==> src/rtl/ser_feed.sv <==
// ser_feed: parallel-to-serial feeder for a downstream serial sequence detector.
// A word is accepted on a din_valid/din_ready handshake and shifted out one bit
// per cycle on x, optionally followed by a fixed number of idle gap cycles.
// With GAP=0 a new word can be accepted while the previous word's final bit is
// on x, giving a gapless bit stream.

module ser_feed #(
  parameter int WIDTH     = 8,
  parameter bit MSB_FIRST = 1'b1,
  parameter int GAP       = 0
) (
  input  logic             clk,
  input  logic             rst,
  input  logic [WIDTH-1:0] din,
  input  logic             din_valid,
  output logic             din_ready,
  output logic             x,
  output logic             x_valid,
  output logic             last,
  output logic             busy
);

  localparam int                 CNT_W   = $clog2(WIDTH);
  localparam logic [CNT_W-1:0]   CNT_TOP = CNT_W'(WIDTH - 1);
  localparam logic [3:0]         GAP_TOP = (GAP > 0) ? 4'(GAP - 1) : 4'd0;
  localparam bit                 NO_GAP  = (GAP == 0);

  typedef enum logic [1:0] {
    ST_IDLE  = 2'd0,
    ST_SHIFT = 2'd1,
    ST_GAP   = 2'd2
  } state_t;

  state_t           state_r;
  logic [WIDTH-1:0] shift_r;
  logic [CNT_W-1:0] bit_cnt_r;
  logic [3:0]       gap_cnt_r;
  logic             x_r;
  logic             x_valid_r;
  logic             last_r;
  logic             busy_r;

  logic             final_bit_s;
  logic             din_ready_s;
  logic             accept_s;

  // First bit of a freshly loaded word, honouring the transmit order.
  function automatic logic first_bit(input logic [WIDTH-1:0] w);
    if (MSB_FIRST) begin
      return w[WIDTH-1];
    end else begin
      return w[0];
    end
  endfunction

  // Bit that follows the one currently on x; the shift register keeps the
  // on-wire bit at its outgoing end, so the next bit sits one position in.
  function automatic logic next_bit(input logic [WIDTH-1:0] s);
    if (MSB_FIRST) begin
      return s[WIDTH-2];
    end else begin
      return s[1];
    end
  endfunction

  // Advance the shift register by one bit toward its outgoing end.
  function automatic logic [WIDTH-1:0] shift_step(input logic [WIDTH-1:0] s);
    if (MSB_FIRST) begin
      return {s[WIDTH-2:0], 1'b0};
    end else begin
      return {1'b0, s[WIDTH-1:1]};
    end
  endfunction

  // Handshake: ready in IDLE, or on the final bit when no gap is configured.
  always_comb begin
    final_bit_s = (state_r == ST_SHIFT) && (bit_cnt_r == '0);
    din_ready_s = 1'b0;
    if (!rst) begin
      din_ready_s = 1'b0;
    end else if (state_r == ST_IDLE) begin
      din_ready_s = 1'b1;
    end else if (final_bit_s && NO_GAP) begin
      din_ready_s = 1'b1;
    end else begin
      din_ready_s = 1'b0;
    end
    accept_s = din_ready_s & din_valid;
  end

  assign din_ready = din_ready_s;

  // Serializer state machine with registered serial outputs.
  always_ff @(posedge clk) begin
    if (!rst) begin
      state_r   <= ST_IDLE;
      shift_r   <= '0;
      bit_cnt_r <= '0;
      gap_cnt_r <= 4'd0;
      x_r       <= 1'b0;
      x_valid_r <= 1'b0;
      last_r    <= 1'b0;
      busy_r    <= 1'b0;
    end else begin
      case (state_r)
        ST_IDLE: begin
          if (accept_s) begin
            state_r   <= ST_SHIFT;
            shift_r   <= din;
            bit_cnt_r <= CNT_TOP;
            x_r       <= first_bit(din);
            x_valid_r <= 1'b1;
            last_r    <= 1'b0;
            busy_r    <= 1'b1;
          end else begin
            x_r       <= 1'b0;
            x_valid_r <= 1'b0;
            last_r    <= 1'b0;
            busy_r    <= 1'b0;
          end
        end

        ST_SHIFT: begin
          if (bit_cnt_r != '0) begin
            // Mid-word: present the next bit, flag it when it is the final one.
            x_r       <= next_bit(shift_r);
            shift_r   <= shift_step(shift_r);
            bit_cnt_r <= bit_cnt_r - CNT_W'(1);
            last_r    <= (bit_cnt_r == CNT_W'(1));
            x_valid_r <= 1'b1;
            busy_r    <= 1'b1;
          end else if (accept_s) begin
            // Gapless back-to-back: the next word starts right after the final bit.
            shift_r   <= din;
            bit_cnt_r <= CNT_TOP;
            x_r       <= first_bit(din);
            x_valid_r <= 1'b1;
            last_r    <= 1'b0;
            busy_r    <= 1'b1;
          end else if (NO_GAP) begin
            state_r   <= ST_IDLE;
            shift_r   <= '0;
            x_r       <= 1'b0;
            x_valid_r <= 1'b0;
            last_r    <= 1'b0;
            busy_r    <= 1'b0;
          end else begin
            state_r   <= ST_GAP;
            shift_r   <= '0;
            gap_cnt_r <= GAP_TOP;
            x_r       <= 1'b0;
            x_valid_r <= 1'b0;
            last_r    <= 1'b0;
            busy_r    <= 1'b1;
          end
        end

        ST_GAP: begin
          x_r       <= 1'b0;
          x_valid_r <= 1'b0;
          last_r    <= 1'b0;
          if (gap_cnt_r == 4'd0) begin
            state_r <= ST_IDLE;
            busy_r  <= 1'b0;
          end else begin
            gap_cnt_r <= gap_cnt_r - 4'd1;
            busy_r    <= 1'b1;
          end
        end

        default: begin
          state_r   <= ST_IDLE;
          shift_r   <= '0;
          bit_cnt_r <= '0;
          gap_cnt_r <= 4'd0;
          x_r       <= 1'b0;
          x_valid_r <= 1'b0;
          last_r    <= 1'b0;
          busy_r    <= 1'b0;
        end
      endcase
    end
  end

  assign x       = x_r;
  assign x_valid = x_valid_r;
  assign last    = last_r;
  assign busy    = busy_r;

endmodule

==> config.mk <==
export PLATFORM = sky130hd
export DESIGN_NAME = ser_feed
export DESIGN_NICKNAME = d
export VERILOG_FILES = /design/src/rtl/ser_feed.sv
export SDC_FILE = /design/constraint.sdc
export NUM_CORES = 1
export LEC_CHECK = 0
export BUFFER_PORTS_ARGS = -buffer_cell sky130_fd_sc_hd__buf_4
export CAP_MARGIN = 20
export CORE_MARGIN = 4
export CORE_UTILIZATION = 50
export CTS_CLUSTER_DIAMETER = 200
export DETAILED_ROUTE_END_ITERATION = 8
export HOLD_SLACK_MARGIN = 0.1
export PLACE_DENSITY_LB_ADDON = 0.3
export SYNTH_ARGS = -nofsm -noshare
export SYNTH_HDL_FRONTEND = slang
export SYNTH_SLANG_ARGS = --single-unit
==> constraint.sdc <==
create_clock -name clk -period 2.2 [get_ports clk]
set_input_delay 0.44 -clock clk [delete_from_list [all_inputs] [get_ports clk]]
set_output_delay 0.44 -clock clk [all_outputs]
set_load 0.03 [all_outputs]
# Yosys cells after proc, flatten, opt, wreduce, memory -nomap -nowiden
# Index checks and enable logic that the tools add are counted.
word_totals:
  elab_cells: 56
  in_bits: 11
  reg_bits: 20
  output_inout_bits: 5
op_classes:
  reduce_logical: 10
  mux: 25
  n_eq_ne: 8
  n_bitwise: 3
  add_sub_neg: 2
ops:
  columns: ["operator", "count"]
  rows:
  - ["7-bit 2-to-1 mux", 3]
  - ["7-bit one-hot mux with 3 select lines", 1]
  - ["2-bit inequality test (second input constant)", 5]
  - ["3-bit one-hot mux with 3 select lines", 1]
  - ["1-bit 2-to-1 mux", 8]
  - ["2-bit 2-to-1 mux", 4]
  - ["4-bit one-hot mux with 2 select lines", 1]
  - ["3-bit 2-to-1 mux", 2]
  - ["2-bit one-hot mux with 3 select lines", 1]
  - ["4-bit logical NOT", 1]
  - ["4-bit 2-to-1 mux", 1]
  - ["1-bit one-hot mux with 2 select lines", 2]
  - ["2-bit AND reduction", 2]
  - ["4-bit AND reduction", 1]
  - ["4-bit by 1-bit subtractor with 4-bit output (second input constant)", 1]
  - ["3-bit by 1-bit equality test with 1-bit output (second input constant)", 1]
  - ["3-bit logical NOT", 1]
  - ["1-bit one-hot mux with 3 select lines", 1]
  - ["3-bit AND reduction", 1]
  - ["3-bit nonzero test", 1]
  - ["3-bit by 1-bit subtractor with 3-bit output (second input constant)", 1]
  - ["2-bit by 1-bit equality test with 1-bit output (second input constant)", 1]
  - ["2-bit equality test (second input constant)", 1]
  - ["2-bit logical NOT", 1]
  - ["other kinds (4)", 5]

# Longest topological paths before layout
# Gate-level depths: netlist (run 1).
depth:
  ltp_word: 9
  ltp_mapped: 7
  depth_no_buf: 5

# Worst setup path after synthesis (run 1)
# Ideal clock, no wire load.
synth_timing:
  kind: "flip-flop to output port"
  startpoint: "reg bit_cnt_r[0]"
  endpoint: "out din_ready"
  path_slack_ps: 303
  t_required_ps: 1760
  arrival_time_ps: 1457
  stages_incl_launch_ff: 8
  n_path_buf: 2
  cell_sequence: "dfxtp_1 > inv_1 > ha_1 > nand2b_4 > buf_6 > and2_4 > buf_6 > nor2_1"
synth_via:
  elab_chain_cells: 5
synth_lines:
  columns: ["element", "line_no", "rtl"]
  rows:
  - ["start, declared", "36", "logic [CNT_W-1:0] bit_cnt_r;"]
  - ["start signal, assigned", "128", "bit_cnt_r <= bit_cnt_r - CNT_W'(1);"]
  - ["3-bit logical NOT", "77", "final_bit_s = (state_r == ST_SHIFT) && (bit_cnt_r == '0);"]
  - ["1-bit logical AND", "77", null]
  - ["1-bit 2-to-1 mux", "83", "end else if (final_bit_s && NO_GAP) begin"]
  - ["1-bit 2-to-1 mux", "81", "end else if (state_r == ST_IDLE) begin"]
  - ["1-bit 2-to-1 mux", "79", "if (!rst) begin"]
  - ["end, declared", "16", "output logic din_ready,"]
# Every way passes these cells.

# Worst setup path after layout (run 1)
# Ends and elaborated chain as after synthesis.

==> results.toml, run 1 <==
[yosys]
ys_seq_elements = 14
synth_area_leaders = "dfxtp_1 (40%), a21o_1 (8.6%), a32oi_1 (7.5%)"
syn-cell-area_um2 = 698
syn_area_per_cell_um2 = 9.19
synthDistinctLibCells = 25
synth_top_area_frac = 0.401
synth_edf_count = 0
synth_ff_type = "dfxtp_1"
ys_seq_area_frac = 0.401
netlist.top_cell.by_area = "dfxtp_1"
synthArstFlopShare = 0
yosysWarningCount = 0
synth_cells = 76
syn_nets = 90

[power]
combinationalPowerShare = 0.227
internal-power_w = 0.000394
pwr-share-clk = 0.260
pwr-share-seq = 0.513
leakagePower_nw = 0.357
ir_drop_mv = 0.277
p_sw_frac = 0.300
p_per_area_nw_per_um2 = 697
power_switching_w = 0.000169

[sta]
tns_ns = 0
slew_violations = 0
fmax_mhz = 484
slew_headroom = 0.689
fin_skew_ns = 0.00288
rsz0062_at_grt = "false"
setup_viol = 0
worstMarginPinSlew_ns = 0.466
period_minus_slack_ns = 2.07
period_share = 0.940
hold_viol = 0

[drt]
drc = 0
routed_via_density = 5.77
via_count = 589
drt_iter0_drc = 23
postRouteAntennaNets = 0
wire_per_inst_um = 13.2
drt-total-wl_um = 1340
first_pass_iters = 4

[clock_tree]
cts_made_buffers = 3
postCtsSetupBuffers = 0
htreeDepth = 1
clkTransAtPathRegs_ns = 0.08
cts_buffer_depth = 2
cts_hold_buf = 0
root_buffer = "clkbuf_4"
cts_tree = "yes"
cts_resized = 0
cts.sinks = 14
worstSkewPairLatency_ns = 0.28

[floorplan]
die_h_um = 45.4
die-width_um = 45.4
start_util = 0.537
fp-row-count = 13
dieArea_um2 = 2060
core-area_um2 = 1300
io_pins = 16

[layout]
nFillCells = 116
drive_gt1_frac = 0.253
fin_area_um2 = 808
n_antenna_cell = 0
syn2layout_area_growth_pct = 15.8
final_nets = 103

[global_route]
grt_usage = 0.150
antenna_found_initial = 0
grt_max_degree = 19
gr-total-overflow = 0
grt_pass1_vias = 508
grt_pass1_wl_um = 2220

[worst_setup_path]
worstPathArrival_ns = 1.63
reg2reg_depth = 5
end_kind = "output port"
path_max_fanout = 18
worst_ep_required_time_ns = 1.76
rrSetupSlack_ns = 0.77
cp_slowest_cell = "dfxtp_1"
max_stage_delay_ns = 0.40
path_class = "reg2out"
reg2reg_from = "bit_cnt_r[0]$_SDFF_PN0_"
reg2reg_to = "bit_cnt_r[1]$_SDFF_PN0_"
worstSetupStartpointType = "flip-flop"
crit_chain = "inv_1 > ha_1 > nand2b_4 > and2_4 > nor2_1 > buf_4"

[min_path]
hold-path-endpoint = "state_r[0]$_SDFFE_PN0P_"
whs_path_depth = 2
hp-start = "rst"
worstHoldPathType = "in2reg"

[run]
cap_violations = 0

[placement]
gp_congestion = 0.703
port-buffer-count = 15
placed_cell_area_um2 = 786
hpwl_um = 928

[run_status]
status = "finished, final reports clean"
## metrics by stage
step           hold WS [ns]  worst slack (ns)  instances  power, W  utilization
2_1_floorplan         0.459             0.303         76  0.000395            -
3_3_place_gp          0.494             0.480         99  0.000419        0.604
3_5_place_dp          0.491             0.449         99  0.000421        0.604
4_1_cts               0.428             0.136        102  0.000565        0.621
5_1_grt               0.429            0.0221        102  0.000596        0.621
6_report              0.433             0.133        102  0.000563        0.621
## power groups by stage
stage	clock network (W)	registers, W	logic, W
6_report	0.000147	0.000289	0.000128
4_1_cts	0.000149	0.000288	0.000128
3_3_place_gp	0	0.000293	0.000126
3_5_place_dp	0	0.000294	0.000127
2_1_floorplan	0	0.000295	0.000100
5_1_grt	0.000163	0.000291	0.000142
## sequential cells by signal, summed over array words and instances (netlist names)
signal and count:
x_valid 1, state_r 1, x 1, shift_r 7, bit_cnt_r 3, last 1
## cell families (layout without fill, tap and decap cells)
| logic type | after synthesis | after routing | synth area share |
|---|---|---|---|
| AND/OR/NAND/NOR | 17 | 17 | 0.136 |
| AO/OA/AOI/OAI | 31 | 31 | 0.319 |
| buffers and inverters | 11 | 22 | 0.0896 |
| adder cells (fa/ha/maj) | 3 | 3 | 0.0538 |
| flip-flops | 14 | 14 | 0.401 |
## worst max-delay path: cells and delay by family (launching register included)
kind                       cells  cell delay, ns
adders and majority gates      1            0.25
buffers and inverters          2            0.25
DFF                            1            0.40
and+or+nand+nor                3            0.44
## layout by cell type, fill, tap and decap left out, types with 3 or more instances in the layout
cell type  Yosys  routed
a21oi_1       10      10
buf_4          1      16
nand2_1        8       8
dfxtp_1       14      14
ha_1           3       3
clkbuf_4       0       3
a32oi_1        6       6
a21o_1         8       8
o21a_1         3       3
## how the worst max path moves through the flow
stage,from,cells after the start,slack [ns],to
floorplan,bit_cnt_r[0]$_SDFF_PN0_,7,0.30,din_ready
global placement,bit_cnt_r[0]$_SDFF_PN0_,6,0.48,din_ready
detailed placement,bit_cnt_r[0]$_SDFF_PN0_,6,0.45,din_ready
CTS,bit_cnt_r[0]$_SDFF_PN0_,6,0.14,din_ready
global route,bit_cnt_r[0]$_SDFF_PN0_,6,0.02,din_ready
finish,bit_cnt_r[0]$_SDFF_PN0_,6,0.13,din_ready
## cell type report
cell class	instances	area [um^2]	share of cell area
inverter	3	11.3	0.0139
timing repair buffer	16	120	0.149
clock buffer	3	22.5	0.0279
tap	15	18.8	0.0232
sequential	14	280	0.347
multi-input combinational	51	355	0.440
## synth_stat cells, drive strengths merged (2+ instances only)
| cell type | instances |
|---|---|
| inv | 2 |
| a211oi | 2 |
| dfxtp | 14 |
| buf | 5 |
| nand3 | 2 |
| a21o | 8 |
| a32oi | 6 |
| clkbuf | 3 |
| a21oi | 10 |
| nand2 | 8 |
| o21a | 3 |
| ha | 3 |
## layer usage
layer,GRT usage,wire length [um]
met5,0,0
met4,0.0877,23
met3,0.0359,64
met2,0.223,620
met1,0.194,634
Power figures use the tool's default switching activity.
==> inputs of run 2 (changes only) <==
--- a/config.mk
+++ b/config.mk
@@ -12,7 +12,7 @@
 export CTS_CLUSTER_DIAMETER = 200
 export DETAILED_ROUTE_END_ITERATION = 8
 export HOLD_SLACK_MARGIN = 0.1
-export PLACE_DENSITY_LB_ADDON = 0.3
+export PLACE_DENSITY = 0.75
 export SYNTH_ARGS = -nofsm -noshare
 export SYNTH_HDL_FRONTEND = slang
 export SYNTH_SLANG_ARGS = --single-unit
==> results.toml, run 2 (synthesis gave the netlist of run 1 again) <==
[worst_setup_path]
path_class = "reg2out"
cp_slowest_cell = "dfxtp_1"
max_stage_delay_ns = 0.39
reg2reg_from = "bit_cnt_r[0]$_SDFF_PN0_"
startpoint = "bit_cnt_r[0]$_SDFF_PN0_"
worst-path-buf-inv = 2
worstPathArrival_ns = 1.63
worst_ep_required_time_ns = 1.76
crit_chain = "inv_1 > ha_1 > nand2b_4 > and2_4 > nor2_1 > buf_4"
reg2reg_to = "bit_cnt_r[1]$_SDFF_PN0_"
rrSetupSlack_ns = 0.76
path_max_fanout = 18
end_kind = "output port"
crit_family = "simple AND/OR/NAND/NOR gates"
reg2reg_depth = 5
worstSetupStartpointType = "flip-flop"

[drt]
drt_iter0_drc = 15
postRouteAntennaNets = 0
routed_via_density = 5.49
via_count = 565
first_pass_iters = 6
drc = 0
drt-total-wl_um = 1330
wire_per_inst_um = 12.9

[min_path]
worstHoldPathType = "in2reg"
hp-start = "rst"
whs_path_depth = 2
hold-path-endpoint = "x_valid$_SDFF_PN0_"

[placement]
placed_cell_area_um2 = 786
dp_cells = 99
port-buffer-count = 15
gp_congestion = 0.714
hpwl_um = 929
post-place-ws_ns = 0.440

[clock_tree]
htreeDepth = 1
worstSkewPairLatency_ns = 0.27
root_buffer = "clkbuf_4"
cts_buffer_depth = 2
cts_tree = "yes"
cts_hold_buf = 0
cts.sinks = 14
cts_resized = 0
postCtsSetupBuffers = 0
cts_made_buffers = 3
clkTransAtPathRegs_ns = 0.08

[sta]
period_minus_slack_ns = 2.07
period_share = 0.940
layout_setup_ws_ns = 0.131
slew_violations = 0
rsz0062_at_grt = "false"
hold_viol = 0
slew_headroom = 0.700
tns_ns = 0
fmax_mhz = 483
hold_ws_ns = 0.438
worstMarginPinSlew_ns = 0.450
fin_skew_ns = 0.00102
setup_viol = 0

[layout]
largest_reg_flops = 7
ff_latch_area_um2 = 280
nFillCells = 119
final_nets = 103
n_antenna_cell = 0
final_cell_mix = "buf_4 (16), dfxtp_1 (14), a21oi_1 (10)"
final_common_cell = "buf_4"
syn2layout_area_growth_pct = 17.7
regMostFlops = "shift_r"
drive_gt1_frac = 0.261
stdcell_count = 103
fin_area_um2 = 822
multiInputGateArea_um2 = 355
largestRegisters = "shift_r x7, bit_cnt_r x3"

[power]
internal-power_w = 0.000431
pwr-share-clk = 0.305
p_per_area_nw_per_um2 = 728
power_switching_w = 0.000167
pwr-share-seq = 0.484
p_sw_frac = 0.280
ir_drop_mv = 0.495
combinationalPowerShare = 0.211
leakagePower_nw = 0.365

[floorplan]
dieArea_um2 = 2060
start_util = 0.537
core-area_um2 = 1300
fp-row-count = 13
die_h_um = 45.4
die-width_um = 45.4
io_pins = 16

[global_route]
grt_pass1_vias = 520
grt_usage = 0.147
grt_max_degree = 19
antenna_found_initial = 0
grt_pass1_wl_um = 2170
gr-total-overflow = 0

[run]
cap_violations = 0

[run_status]
status = "finished, final reports clean"
## run 2: worst max path at each step
stage                            to  slack (ns)  depth (start not counted)
after floorplan           din_ready        0.30                          7
after global placement    din_ready        0.48                          6
after detailed placement  din_ready        0.44                          6
after CTS                 din_ready        0.12                          6
after global routing      din_ready        0.05                          6
final                     din_ready        0.13                          6
## run 2: metrics by stage
stage	power, W	utilization
floorplan	0.000395	-
global placement	0.000419	0.604
detailed placement	0.000422	0.604
CTS	0.000605	0.632
global route	0.000635	0.632
finish	0.000599	0.632
## run 2: power by group through the flow
stage          clock (W)  combinational (W)  sequential (W)
6_report        0.000183           0.000126        0.000290
5_1_grt         0.000203           0.000140        0.000292
4_1_cts         0.000189           0.000127        0.000290
3_5_place_dp           0           0.000127        0.000295
3_3_place_gp           0           0.000124        0.000294
2_1_floorplan          0           0.000100        0.000295
## run 2: routing by layer
metal / vias to the layer above / track usage / routed length [um]
met5: - / 0 / 0
li1: 300 / - / -
met3: 0 / 0.0637 / 112
met2: 17 / 0.223 / 594
met4: 0 / 0.0351 / 0
met1: 248 / 0.191 / 620
## run 2: area by class of cell
type / instances / share of cell area
sequential: 14 / 0.341
tap: 15 / 0.0228
multi-input combinational: 51 / 0.432
clock buffer: 4 / 0.0441
inverter: 3 / 0.0137
timing repair buffer: 16 / 0.146
==> inputs of run 3 (changes only) <==
--- a/config.mk
+++ b/config.mk
@@ -16,3 +16,4 @@
 export SYNTH_ARGS = -nofsm -noshare
 export SYNTH_HDL_FRONTEND = slang
 export SYNTH_SLANG_ARGS = --single-unit
+export TNS_END_PERCENT = 1
==> constraint.sdc (replaced) <==
create_clock -name clk -period 2.6 [get_ports clk]
set_input_delay 0.52 -clock clk [delete_from_list [all_inputs] [get_ports clk]]
set_output_delay 0.52 -clock clk [all_outputs]
set_load 0.03 [all_outputs]
==> results.toml, run 3 (synthesis gave the netlist of run 1 again) <==
[sta]
fmax_mhz = 460
tns_ns = 0
period_share = 0.836
period_minus_slack_ns = 2.17
rsz0062_at_grt = "false"
slew_violations = 0
hold_ws_ns = 0.507
slew_headroom = 0.714
fin_skew_ns = 0.00278
setup_viol = 0
hold_viol = 0
worstMarginPinSlew_ns = 0.430

[floorplan]
start_util = 0.537
die_h_um = 45.4
io_pins = 16
core-area_um2 = 1300
dieArea_um2 = 2060
die-width_um = 45.4
fp-row-count = 13

[min_path]
hold-path-endpoint = "x$_SDFF_PN0_"
whs_path_depth = 2
hp-start = "shift_r[6]$_SDFFE_PN0P_"
worstHoldPathType = "reg2reg"

[drt]
wire_per_inst_um = 13.2
routed_via_density = 5.61
first_pass_iters = 4
postRouteAntennaNets = 0
via_count = 578
drt-total-wl_um = 1360
drt_iter0_drc = 13
drc = 0

[worst_setup_path]
path_class = "reg2out"
max_stage_delay_ns = 0.40
cp_slowest_cell = "dfxtp_1"
reg2reg_depth = 5
crit_family = "simple AND/OR/NAND/NOR gates"
worstPathArrival_ns = 1.65
reg2reg_from = "bit_cnt_r[0]$_SDFF_PN0_"
worst-path-buf-inv = 2
worst_ep_required_time_ns = 2.08
rrSetupSlack_ns = 1.16
path_max_fanout = 18
worstSetupStartpointType = "flip-flop"
crit_chain = "inv_1 > ha_1 > nand2b_4 > and2_4 > nor2_1 > buf_4"
end_kind = "output port"
reg2reg_to = "bit_cnt_r[1]$_SDFF_PN0_"

[global_route]
gr-total-overflow = 0
grt_pass1_vias = 532
grt_max_degree = 23
antenna_found_initial = 0
grt_usage = 0.161
grt_pass1_wl_um = 2330

[clock_tree]
cts_buffer_depth = 2
cts_tree = "yes"
postCtsSetupBuffers = 0
cts.sinks = 14
cts_hold_buf = 0
cts_made_buffers = 3
cts_resized = 0
clkTransAtPathRegs_ns = 0.09
worstSkewPairLatency_ns = 0.29
root_buffer = "clkbuf_4"
htreeDepth = 1

[run]
cap_violations = 0

[layout]
regMostFlops = "shift_r"
ff_latch_area_um2 = 280
largestRegisters = "shift_r x7, bit_cnt_r x3"
final_common_cell = "buf_4"
final_cell_mix = "buf_4 (16), dfxtp_1 (14), a21oi_1 (10)"
syn2layout_area_growth_pct = 17.7
largest_reg_flops = 7
n_antenna_cell = 0
nFillCells = 117
multiInputGateArea_um2 = 355
final_nets = 103
drive_gt1_frac = 0.261

[power]
p_sw_frac = 0.290
pwr-share-seq = 0.468
leakagePower_nw = 0.365
internal-power_w = 0.000365
p_per_area_nw_per_um2 = 626
pwr-share-clk = 0.316
ir_drop_mv = 0.395
power_switching_w = 0.000150
combinationalPowerShare = 0.216

[placement]
hpwl_um = 915
port-buffer-count = 15
gp_congestion = 0.712

[run_status]
status = "finished, final reports clean"
-- run 3: cell counts in the layout (fill, tap and decap cells not counted) --
Identical to the previous run, type by type.
-- run 3: metrics by stage --
stage	instances	utilization	power, W	setup slack, ns	instance area, um^2
2_1_floorplan	76	-	0.000334	0.623	698
3_3_place_gp	99	0.604	0.000354	0.796	786
3_5_place_dp	99	0.604	0.000357	0.750	786
4_1_cts	103	0.632	0.000520	0.417	822
5_1_grt	103	0.632	0.000542	0.332	822
6_report	103	0.632	0.000515	0.427	822
-- run 3: final cells by class --
type                       instances  area share
clock buffer                       4      0.0441
multi-input combinational         51       0.432
timing repair buffer              16       0.146
sequential                        14       0.341
tap                               15      0.0228
inverter                           3      0.0137
-- run 3: worst min-delay path, cell delays in order, from the launching register on --
cell and delay, ns:
dfxtp_1 0.33, nand3_1 0.08, a21oi_1 0.06
-- run 3: power groups by stage --
stage | clock network, W | logic [W] | registers (W)
floorplan | 0 | 0.0000847 | 0.000249
global placement | 0 | 0.000109 | 0.000246
detailed placement | 0 | 0.000111 | 0.000246
CTS | 0.000167 | 0.000112 | 0.000241
global route | 0.000176 | 0.000123 | 0.000243
finish | 0.000163 | 0.000111 | 0.000241
-- run 3: worst max path at each step --
stage	start	to	slack, ns	depth (start not counted)
after floorplan	bit_cnt_r[0]$_SDFF_PN0_	din_ready	0.62	7
after global placement	bit_cnt_r[0]$_SDFF_PN0_	din_ready	0.80	6
after detailed placement	bit_cnt_r[0]$_SDFF_PN0_	din_ready	0.75	6
after CTS	bit_cnt_r[0]$_SDFF_PN0_	din_ready	0.42	6
after global routing	bit_cnt_r[0]$_SDFF_PN0_	din_ready	0.33	6
final	bit_cnt_r[0]$_SDFF_PN0_	din_ready	0.43	6
-- run 3: routing by layer --
layer  GRT usage  part of all wire  vias to the layer above
met2       0.232              0.41                       23
met4       0.123             0.030                        0
met5           0                 0                        -
met1       0.211              0.48                      252
met3      0.0279             0.080                        4
li1            -                 -                      299
